===== config.mk =====
export PLATFORM = sky130hd
export DESIGN_NAME = multicycle_adder_flat
export DESIGN_NICKNAME = d
export VERILOG_FILES = /design/src/rtl/adder_pkg.sv /design/src/rtl/multicycle_adder_if.sv /design/src/rtl/adder_slice.sv /design/src/rtl/multicycle_adder.sv /design/src/flat_wrapper.sv
export SDC_FILE = /design/constraint.sdc
export NUM_CORES = 1
export LEC_CHECK = 0
export CAP_MARGIN = 20
export CORE_UTILIZATION = 54
export DETAILED_ROUTE_END_ITERATION = 10
export HOLD_SLACK_MARGIN = 0.02
export PLACE_DENSITY = 0.85
export SYNTH_ARGS = -nofsm -noshare
export SYNTH_HDL_FRONTEND = slang
export SYNTH_SLANG_ARGS = --single-unit

===== constraint.sdc =====
create_clock -name clk -period 11.1 [get_ports clk]
set_clock_uncertainty 0.2 [all_clocks]
set_input_delay 1.11 -clock clk [delete_from_list [all_inputs] [get_ports clk]]
set_output_delay 1.11 -clock clk [all_outputs]
set_load 0.01 [all_outputs]

===== src/rtl/adder_pkg.sv =====
// Shared definitions for the multicycle adder: FSM state encoding and default geometry.
package adder_pkg;

    localparam int unsigned DEF_WIDTH = 32;
    localparam int unsigned DEF_CHUNK = 8;

    typedef enum logic [1:0] {
        StIdle = 2'd0,
        StAdd  = 2'd1,
        StDone = 2'd2
    } state_e;

endpackage


===== src/rtl/multicycle_adder_if.sv =====
// Operand/result handshake bundle for multicycle_adder.
interface multicycle_adder_if
    import adder_pkg::*;
#(
    parameter int unsigned WIDTH = DEF_WIDTH
);
    logic             in_valid;
    logic             in_ready;
    logic [WIDTH-1:0] a;
    logic [WIDTH-1:0] b;
    logic             c_in;
    logic             sub;
    logic             out_valid;
    logic             out_ready;
    logic [WIDTH-1:0] sum;
    logic             c_out;
    logic             ovf;

    modport master (
        output in_valid, a, b, c_in, sub, out_ready,
        input  in_ready, out_valid, sum, c_out, ovf
    );

    modport slave (
        input  in_valid, a, b, c_in, sub, out_ready,
        output in_ready, out_valid, sum, c_out, ovf
    );
endinterface


===== src/rtl/adder_slice.sv =====
// CHUNK-bit combinational adder slice; also reports the carry into its MSB for overflow detection.
module adder_slice #(
    parameter int unsigned CHUNK = 8
) (
    input  logic [CHUNK-1:0] i_a,
    input  logic [CHUNK-1:0] i_b,
    input  logic             i_cin,
    output logic [CHUNK-1:0] o_sum,
    output logic             o_cout,
    output logic             o_msb_cin
);
    logic [CHUNK:0] w_full;

    assign w_full    = {1'b0, i_a} + {1'b0, i_b} + {{CHUNK{1'b0}}, i_cin};
    assign o_sum     = w_full[CHUNK-1:0];
    assign o_cout    = w_full[CHUNK];
    // Carry into the MSB recovered from the MSB sum bit and its operands.
    assign o_msb_cin = i_a[CHUNK-1] ^ i_b[CHUNK-1] ^ o_sum[CHUNK-1];
endmodule


===== src/rtl/multicycle_adder.sv =====
// Add/subtract WIDTH-bit operands CHUNK bits per cycle through one reused adder_slice.
// Define MULTICYCLE_ADDER_OVF_EN to register signed overflow on ovf; otherwise ovf is tied low.
module multicycle_adder
    import adder_pkg::*;
#(
    parameter int unsigned WIDTH = DEF_WIDTH,
    parameter int unsigned CHUNK = DEF_CHUNK
) (
    input logic                clk,
    input logic                rst,
    multicycle_adder_if.slave  bus
);
    localparam int unsigned NSLICE = WIDTH / CHUNK;
    localparam int unsigned IDX_W  = (NSLICE > 1) ? $clog2(NSLICE) : 1;
    localparam logic [IDX_W-1:0] LAST_IDX = IDX_W'(NSLICE - 1);

    if (WIDTH % CHUNK != 0) begin : g_bad_param
        $error("multicycle_adder: WIDTH must be a multiple of CHUNK");
    end

    state_e           r_state;
    state_e           w_state_next;
    logic [WIDTH-1:0] r_a;
    logic [WIDTH-1:0] r_b;
    logic [WIDTH-1:0] r_sum;
    logic             r_carry;
    logic             r_c_out;
    logic [IDX_W-1:0] r_idx;

    logic [CHUNK-1:0] w_slice_a;
    logic [CHUNK-1:0] w_slice_b;
    logic [CHUNK-1:0] w_slice_sum;
    logic             w_slice_cout;
    logic             w_last;

    assign w_slice_a = r_a[r_idx*CHUNK +: CHUNK];
    assign w_slice_b = r_b[r_idx*CHUNK +: CHUNK];
    assign w_last    = (r_idx == LAST_IDX);

`ifdef MULTICYCLE_ADDER_OVF_EN
    logic w_msb_cin;
    logic r_ovf;
`endif

    adder_slice #(
        .CHUNK (CHUNK)
    ) u_slice (
        .i_a       (w_slice_a),
        .i_b       (w_slice_b),
        .i_cin     (r_carry),
        .o_sum     (w_slice_sum),
        .o_cout    (w_slice_cout),
`ifdef MULTICYCLE_ADDER_OVF_EN
        .o_msb_cin (w_msb_cin)
`else
        .o_msb_cin ()
`endif
    );

    always_ff @(posedge clk) begin
        if (rst) begin
            r_state <= StIdle;
        end else begin
            r_state <= w_state_next;
        end
    end

    always_comb begin
        w_state_next = r_state;
        unique case (r_state)
            StIdle:  if (bus.in_valid)  w_state_next = StAdd;
            StAdd:   if (w_last)        w_state_next = StDone;
            StDone:  if (bus.out_ready) w_state_next = StIdle;
            default:                    w_state_next = StIdle;
        endcase
    end

    always_ff @(posedge clk) begin
        if (rst) begin
            r_a     <= '0;
            r_b     <= '0;
            r_sum   <= '0;
            r_carry <= 1'b0;
            r_c_out <= 1'b0;
            r_idx   <= '0;
        end else begin
            if (r_state == StIdle && bus.in_valid) begin
                // Subtraction folds into addition: a + ~b + ~c_in.
                r_a     <= bus.a;
                r_b     <= bus.b ^ {WIDTH{bus.sub}};
                r_carry <= bus.c_in ^ bus.sub;
                r_idx   <= '0;
            end
            if (r_state == StAdd) begin
                r_sum[r_idx*CHUNK +: CHUNK] <= w_slice_sum;
                r_carry                     <= w_slice_cout;
                r_idx                       <= r_idx + 1'b1;
                if (w_last) begin
                    r_c_out <= w_slice_cout;
                end
            end
        end
    end

`ifdef MULTICYCLE_ADDER_OVF_EN
    always_ff @(posedge clk) begin
        if (rst) begin
            r_ovf <= 1'b0;
        end else if (r_state == StAdd && w_last) begin
            r_ovf <= w_msb_cin ^ w_slice_cout;
        end
    end
    assign bus.ovf = r_ovf;
`else
    assign bus.ovf = 1'b0;
`endif

    assign bus.in_ready  = (r_state == StIdle);
    assign bus.out_valid = (r_state == StDone);
    assign bus.sum       = r_sum;
    assign bus.c_out     = r_c_out;
endmodule


===== src/flat_wrapper.sv =====
// flat-port wrapper written by rule: the top's interface ports become plain ports
module multicycle_adder_flat import adder_pkg::*;
#(
    parameter int unsigned WIDTH = DEF_WIDTH,
    parameter int unsigned CHUNK = DEF_CHUNK
)
  (clk, rst, bus_in_valid, bus_a, bus_b, bus_c_in, bus_sub, bus_out_ready, bus_in_ready, bus_out_valid, bus_sum, bus_c_out, bus_ovf);
  multicycle_adder_if #(.WIDTH(WIDTH)) bus_i ();
  input logic clk;
  input logic rst;
  input wire logic [$bits(bus_i.in_valid)-1:0] bus_in_valid;
  input wire logic [$bits(bus_i.a)-1:0] bus_a;
  input wire logic [$bits(bus_i.b)-1:0] bus_b;
  input wire logic [$bits(bus_i.c_in)-1:0] bus_c_in;
  input wire logic [$bits(bus_i.sub)-1:0] bus_sub;
  input wire logic [$bits(bus_i.out_ready)-1:0] bus_out_ready;
  output wire logic [$bits(bus_i.in_ready)-1:0] bus_in_ready;
  output wire logic [$bits(bus_i.out_valid)-1:0] bus_out_valid;
  output wire logic [$bits(bus_i.sum)-1:0] bus_sum;
  output wire logic [$bits(bus_i.c_out)-1:0] bus_c_out;
  output wire logic [$bits(bus_i.ovf)-1:0] bus_ovf;
  assign bus_i.in_valid = bus_in_valid;
  assign bus_i.a = bus_a;
  assign bus_i.b = bus_b;
  assign bus_i.c_in = bus_c_in;
  assign bus_i.sub = bus_sub;
  assign bus_i.out_ready = bus_out_ready;
  assign bus_in_ready = bus_i.in_ready;
  assign bus_out_valid = bus_i.out_valid;
  assign bus_sum = bus_i.sum;
  assign bus_c_out = bus_i.c_out;
  assign bus_ovf = bus_i.ovf;
  multicycle_adder #(.WIDTH(WIDTH), .CHUNK(CHUNK)) u_core (.clk(clk), .rst(rst), .bus(bus_i));
endmodule

# [Word level (Yosys, flattened, before mapping)]
# Index checks and enable logic that the tools add are counted.
[op_classes] add_sub_neg=4 n_eq_ne=6 shift=4 n_mux=9 bitwise_logic=2 reduce_logical=5
[op_table] op="32-bit by 6-bit variable part select with 8-bit output" n=2
[op_table] op="5-bit negator with 34-bit output" n=1
[op_table] op="8-bit by 34-bit variable shift with 32-bit output, first input constant" n=1
[op_table] op="8-bit by 34-bit variable part select with 32-bit output" n=1
[op_table] op="32-bit bitwise mux" n=1
[op_table] op="32-bit bitwise XOR" n=1
[op_table] op="2-bit two-way mux" n=5
[op_table] op="8-bit by 8-bit adder with 9-bit output" n=1
[op_table] op="9-bit by 1-bit adder with 9-bit output" n=1
[op_table] op="2-bit case mux with 3 select lines" n=1
[op_table] op="2-bit == test, second input constant" n=2
[op_table] op="2-bit inequality test, second input constant" n=2
[op_table] op="3-bit AND reduction" n=1
[op_table] op="2-bit by 1-bit adder with 2-bit output, second input constant" n=1
[op_table] op="2-bit by 1-bit == test with 1-bit output, second input constant" n=1
[op_table] op="2-bit logical NOT" n=1
[op_table] op="1-bit two-way mux" n=2
[op_table] op="2-bit by 1-bit inequality test with 1-bit output, second input constant" n=1
[op_table] op="2-bit AND reduction" n=1
[op_table] op="2-bit nonzero test" n=1
[op_table] op="1-bit logical AND" n=1
[op_table] op="1-bit bitwise XOR" n=1
[totals] reg_bits=102 input_bits=70 output_inout_bits=36

# [Logic depth before layout (Yosys ltp)]
[depth] ltp_word=5 depth_mapped=10

# [Cells and area by module]
# From an unflattened synthesis, not the netlist that was laid out.
[unflattened] hier_cells=478 area_unflattened_um2=4636.9
[by_module_without_submodules] module="multicycle_adder" instances=1 cells_each=435 area_per_inst_um2=4272.8 seq_area_each_um2=2042.0
[by_module_without_submodules] module="adder_slice" instances=1 cells_each=43 area_per_inst_um2=364.1 seq_area_each_um2=0.0

# [Least setup slack after synthesis]
# Ideal clock, no wire load.
[synth_timing] path_type="register to register" startpoint="reg u_core.r_idx[0]" endpoint="reg u_core.r_sum[14] (netlist: u_core.bus.sum[14])" setup_time_ps=128 t_arrival_ps=3173 required_time_ps=10772 path_slack_ps=7599 stages_incl_launch_ff=11 path_buffers=2 path_cell_list="dfxtp_1 buf_4 buf_2 mux4_2 fa_1 fa_1 a21o_1 a221oi_1 xnor2_1 a22oi_1 nor2_1"
[synth_via] elab_chain_len=5 word_cells_on_any_way=8
[synth_lines] element="from (decl)" line="multicycle_adder.sv:28" text="logic [IDX_W-1:0] r_idx;"
[synth_lines] element="from (signal assigned)" line="multicycle_adder.sv:97" text="r_idx <= r_idx + 1'b1;"
[synth_lines] element="32-bit by 6-bit variable part select with 8-bit output (on tied branches)" line="multicycle_adder.sv:36, multicycle_adder.sv:37"
[synth_lines] element="8-bit by 8-bit adder with 9-bit output" line="adder_slice.sv:14" text="assign w_full = {1'b0, i_a} + {1'b0, i_b} + {{CHUNK{1'b0}}, i_cin};"
[synth_lines] element="9-bit by 1-bit adder with 9-bit output" line="adder_slice.sv:14"
[synth_lines] element="8-bit by 34-bit variable part select with 32-bit output" line="multicycle_adder.sv:95" text="r_sum[r_idx*CHUNK +: CHUNK] <= w_slice_sum;"
[synth_lines] element="32-bit bitwise mux (*)" line="multicycle_adder.sv:95"
[synth_lines] element="to (signal, indexed assignment)" line="multicycle_adder.sv:95"
[synth_lines] element="to (decl)" line="multicycle_adder.sv:25" text="logic [WIDTH-1:0] r_sum;"
# Every way passes the cells marked *; elsewhere a longest branch is shown, timed or not.
# A chain may end at the register's enable or synchronous reset.

# [Final worst setup path]
# Ends and elaborated chain as after synthesis.

==> impl_metrics.prom <==
# TYPE chip_impl_metric gauge
chip_impl_info{name="holdCritPathClass",value="register to register"} 1
chip_impl_metric{name="max_cap_violations",unit=""} 0
chip_impl_metric{name="drtAntennaViolNets",unit=""} 0
chip_impl_metric{name="post_layout_utilization_of_the_core",unit="%"} 71.2
chip_impl_metric{name="setup-violations-final",unit=""} 0
chip_impl_info{name="rsz0062_at_grt",value="false"} 1
chip_impl_metric{name="grt_pass1_vias",unit=""} 3703
chip_impl_metric{name="synth_warnings",unit=""} 0
chip_impl_metric{name="dp.cells",unit=""} 663
chip_impl_metric{name="worst-r2r-cell-count",unit=""} 9
chip_impl_metric{name="final_layout_worst_hold_slack",unit="ps"} 259
chip_impl_metric{name="holdBufCountCts",unit=""} 0
chip_impl_metric{name="synth_enable_flop_cells",unit=""} 0
chip_impl_info{name="run_status",value="finished, final reports clean"} 1
chip_impl_metric{name="cp_slowest_stage_delay",unit="ps"} 620
chip_impl_metric{name="initialDrtViolationCount",unit=""} 175
chip_impl_info{name="timing.critical_path.to_type",value="register"} 1
chip_impl_metric{name="dpl_worst_slack",unit="ps"} 7230
chip_impl_metric{name="vias_per_cell",unit=""} 5.70
chip_impl_info{name="synth_flop_cell",value="sky130_fd_sc_hd__dfxtp_1"} 1
chip_impl_metric{name="crit_path_max_fanout",unit=""} 15
chip_impl_info{name="whs_endpoint",value="u_core.r_a[15]"} 1
chip_impl_metric{name="globalRouteTotalUtil",unit="%"} 25.8
chip_impl_metric{name="cp_data_required_time",unit="ps"} 11120
chip_impl_metric{name="grt_antenna_before_repair",unit=""} 0
chip_impl_info{name="critical_path.top_delay_family",value="adder cells"} 1
chip_impl_metric{name="grt.met3_usage",unit="%"} 4.31
chip_impl_metric{name="ir_worst_vdd",unit="mV"} 0.0649
chip_impl_metric{name="core_area",unit="um^2"} 8300
chip_impl_metric{name="die_width",unit="um"} 95.1
chip_impl_metric{name="layout_setup_ws",unit="ps"} 7180
chip_impl_metric{name="worst_pin_slew",unit="ps"} 1020
chip_impl_metric{name="clock_tree.htree_level_count",unit=""} 3
chip_impl_metric{name="vias",unit=""} 3867
chip_impl_metric{name="die_y_extent",unit="um"} 95.1
chip_impl_metric{name="hold-path-cell-count",unit=""} 2
chip_impl_metric{name="synth-seq-area-share",unit="%"} 43.6
chip_impl_info{name="busiest_layer",value="met2"} 1
chip_impl_info{name="cts_root_buffer",value="sky130_fd_sc_hd__clkbuf_8"} 1
chip_impl_metric{name="hold_viol_final",unit=""} 0
chip_impl_metric{name="gp_congestion",unit=""} 0.868
chip_impl_metric{name="dp_hpwl",unit="mm"} 7.98
chip_impl_metric{name="pwr_dens",unit="nW/um^2"} 134
chip_impl_info{name="path_class",value="register to register"} 1
chip_impl_metric{name="cts.sinks",unit=""} 102
chip_impl_metric{name="netlist_area",unit="um^2"} 4680
chip_impl_metric{name="floorplan.rows",unit=""} 33
chip_impl_metric{name="setup.reg_to_reg.worst_slack",unit="ps"} 7180
chip_impl_metric{name="finalMaxSlewViolations",unit=""} 0
chip_impl_metric{name="cts_repair_resized_insts",unit=""} 0
chip_impl_metric{name="grt_start_max_net_pins",unit=""} 107
chip_impl_info{name="regToRegStartpoint",value="u_core.r_idx[0]"} 1
chip_impl_metric{name="cp_data_arrival_time",unit="ps"} 3940
chip_impl_metric{name="routedWlPerCell",unit="um"} 16.2
chip_impl_metric{name="timing.max_slew.rel_slack",unit="%"} 31.8
chip_impl_metric{name="yosys_register_bits",unit=""} 102
chip_impl_metric{name="io_buffers",unit=""} 104
chip_impl_metric{name="final.min_clock_period",unit="ps"} 3920
chip_impl_info{name="cp-start-kind",value="register"} 1
chip_impl_metric{name="cts.repair_timing.setup_buffer_count",unit=""} 0
chip_impl_metric{name="first_pass_iters",unit=""} 5
chip_impl_metric{name="clk-insertion-delay-late",unit="ps"} 360
chip_impl_metric{name="grtUsageMet2",unit="%"} 45.1
chip_impl_metric{name="synthDistinctLibCells",unit=""} 37
chip_impl_metric{name="leakage",unit="nW"} 2.12
chip_impl_metric{name="final_cell_count_no_fill",unit=""} 679
chip_impl_info{name="rr_endpoint",value="u_core.bus.sum[14]"} 1
chip_impl_metric{name="die_area",unit="um^2"} 9040
chip_impl_metric{name="tritoncts.num_buffers",unit=""} 9
chip_impl_info{name="critical_path.most_common_cell",value="sky130_fd_sc_hd__fa_1"} 1
chip_impl_metric{name="share_of_synthesized_registers_carrying_an_async_set_or_reset",unit="%"} 0
chip_impl_info{name="timing.critical_path.slowest_stage_cell",value="sky130_fd_sc_hd__dfxtp_1"} 1
chip_impl_metric{name="areaGrowthSynthToFinish",unit="%"} 26.2
chip_impl_metric{name="min_period_over_period",unit="%"} 35.3
chip_impl_info{name="tritoncts",value="yes"} 1
chip_impl_metric{name="syn-num-nets",unit=""} 572
chip_impl_metric{name="post_route_cells_drive_above_1_share",unit="%"} 7.67
chip_impl_metric{name="final.setup.tns",unit="ps"} 0
chip_impl_metric{name="post_detailed_route_drc_marker_count",unit=""} 0
chip_impl_metric{name="start_util",unit="%"} 56.4
chip_impl_metric{name="achievable-frequency",unit="MHz"} 255
chip_impl_metric{name="antennaDiodeCount",unit=""} 0
chip_impl_info{name="launch_instance_of_the_worst_min_delay_path",value="u_core.r_a[15]"} 1
chip_impl_metric{name="cts.reportedPaths.clkPinSlew",unit="ps"} 100
chip_impl_metric{name="grtUsageMet1",unit="%"} 31.0
chip_impl_metric{name="totalWireLength",unit="mm"} 11.0
chip_impl_metric{name="wire_length_of_the_first_global_routing_pass",unit="mm"} 17.7
chip_impl_metric{name="fin_nets",unit=""} 654
chip_impl_metric{name="top_level_ports",unit=""} 106
chip_impl_metric{name="max-clock-path-buffers",unit=""} 2
chip_impl_metric{name="critPathBufInv",unit=""} 1
chip_impl_info{name="crit_path_cells",value="buf_4 > mux4_2 > fa_1 > fa_1 > a21o_1 > a221oi_1 > xnor2_1 > a22oi_1 > nor2_1"} 1
chip_impl_metric{name="netlist_instances",unit=""} 487
chip_impl_metric{name="synth.avg_cell_area",unit="um^2"} 9.61
chip_impl_metric{name="globalRoute.totalOverflow",unit=""} 0
==> per-layer routing <==
layer,vias up,routed length (um)
met5,-,0
met4,0,235
met3,20,603
met2,149,5580
met1,1834,4610
li1,1864,-
==> registers in the layout, indices dropped and copies added (netlist names) <==
name and flops:
u_core.bus.c_out 1, u_core.bus.sum 32, u_core.r_a 32, u_core.r_b 32, u_core.r_carry 1, u_core.r_idx 2, u_core.r_state 2
==> placed cells by master (no fill, tap or decap), types with 5 or more instances in the layout <==
cell type / Yosys / layout
sky130_fd_sc_hd__a211oi_1: 34 / 34
sky130_fd_sc_hd__a21oi_1: 38 / 38
sky130_fd_sc_hd__a22oi_1: 30 / 30
sky130_fd_sc_hd__clkbuf_8: 0 / 9
sky130_fd_sc_hd__clkdlybuf4s50_1: 0 / 102
sky130_fd_sc_hd__dfxtp_1: 102 / 102
sky130_fd_sc_hd__ha_1: 13 / 13
sky130_fd_sc_hd__mux4_2: 16 / 16
sky130_fd_sc_hd__nand2_1: 68 / 68
sky130_fd_sc_hd__nand2b_1: 5 / 5
sky130_fd_sc_hd__nand3b_1: 5 / 5
sky130_fd_sc_hd__nor2_1: 65 / 65
sky130_fd_sc_hd__o21ai_0: 6 / 6
sky130_fd_sc_hd__xnor2_1: 35 / 35
==> cells by family after synthesis <==
group,synth area share (%)
AO/OA/AOI/OAI,16.6
XOR/XNOR,7.11
adder cells (fa/ha/maj),4.33
buffers and inverters,3.93
flip-flops,43.6
multiplexers,7.91
other,0.0801
AND/OR/NAND/NOR,16.4
==> power breakdown <==
group / total (mW) / internal, mW / switching (mW)
registers: 0.398 / 0.385 / 0.0131
logic: 0.144 / 0.0687 / 0.0750
clock network: 0.252 / 0.128 / 0.124
==> Yosys cell counts, drive strengths merged (7+ instances only) <==
library cell / count / area [um^2]
buf: 16 / 97.6
clkbuf: 20 / 75.1
mux4: 16 / 360
ha: 13 / 163
a22oi: 30 / 225
a21oi: 38 / 190
xnor2: 35 / 307
dfxtp: 102 / 2040
o21ai: 7 / 35.0
nor2: 65 / 244
a211oi: 34 / 255
nand2: 72 / 322
==> worst min-delay path, stage by stage, from the launching register on <==
cell                      delay [ps]
sky130_fd_sc_hd__dfxtp_1         320
sky130_fd_sc_hd__nand2_1          50
sky130_fd_sc_hd__a21oi_1          50
==> how the worst max path moves through the flow <==
stage                         end  depth (start not counted)  slack, ps             from
6_report       u_core.bus.sum[14]                          9       7180  u_core.r_idx[0]
5_1_grt        u_core.bus.sum[14]                          9       7010  u_core.r_idx[0]
4_1_cts         u_core.bus.sum[6]                          9       7220  u_core.r_idx[0]
3_5_place_dp   u_core.bus.sum[14]                          9       7230  u_core.r_idx[0]
3_3_place_gp   u_core.bus.sum[30]                          9       7360  u_core.r_idx[0]
2_1_floorplan  u_core.bus.sum[14]                         10       7600  u_core.r_idx[0]
==> stage by stage <==
step | power, mW | cell area [um^2]
after global routing | 0.823 | 5910
final | 0.794 | 5910
after CTS | 0.797 | 5910
after floorplan | 0.496 | 4680
after global placement | 0.545 | 5690
after detailed placement | 0.549 | 5690
==> cell type report <==
cell class / count / area [um^2]
multi-input combinational: 346 / 2460
tap: 105 / 131
timing repair buffer: 107 / 1050
inverter: 3 / 11.3
clock buffer: 11 / 131
clock inverter: 5 / 83.8
sequential: 102 / 2040
fill: 626 / 2390
Note: power is estimated with default switching activity, not from simulation.
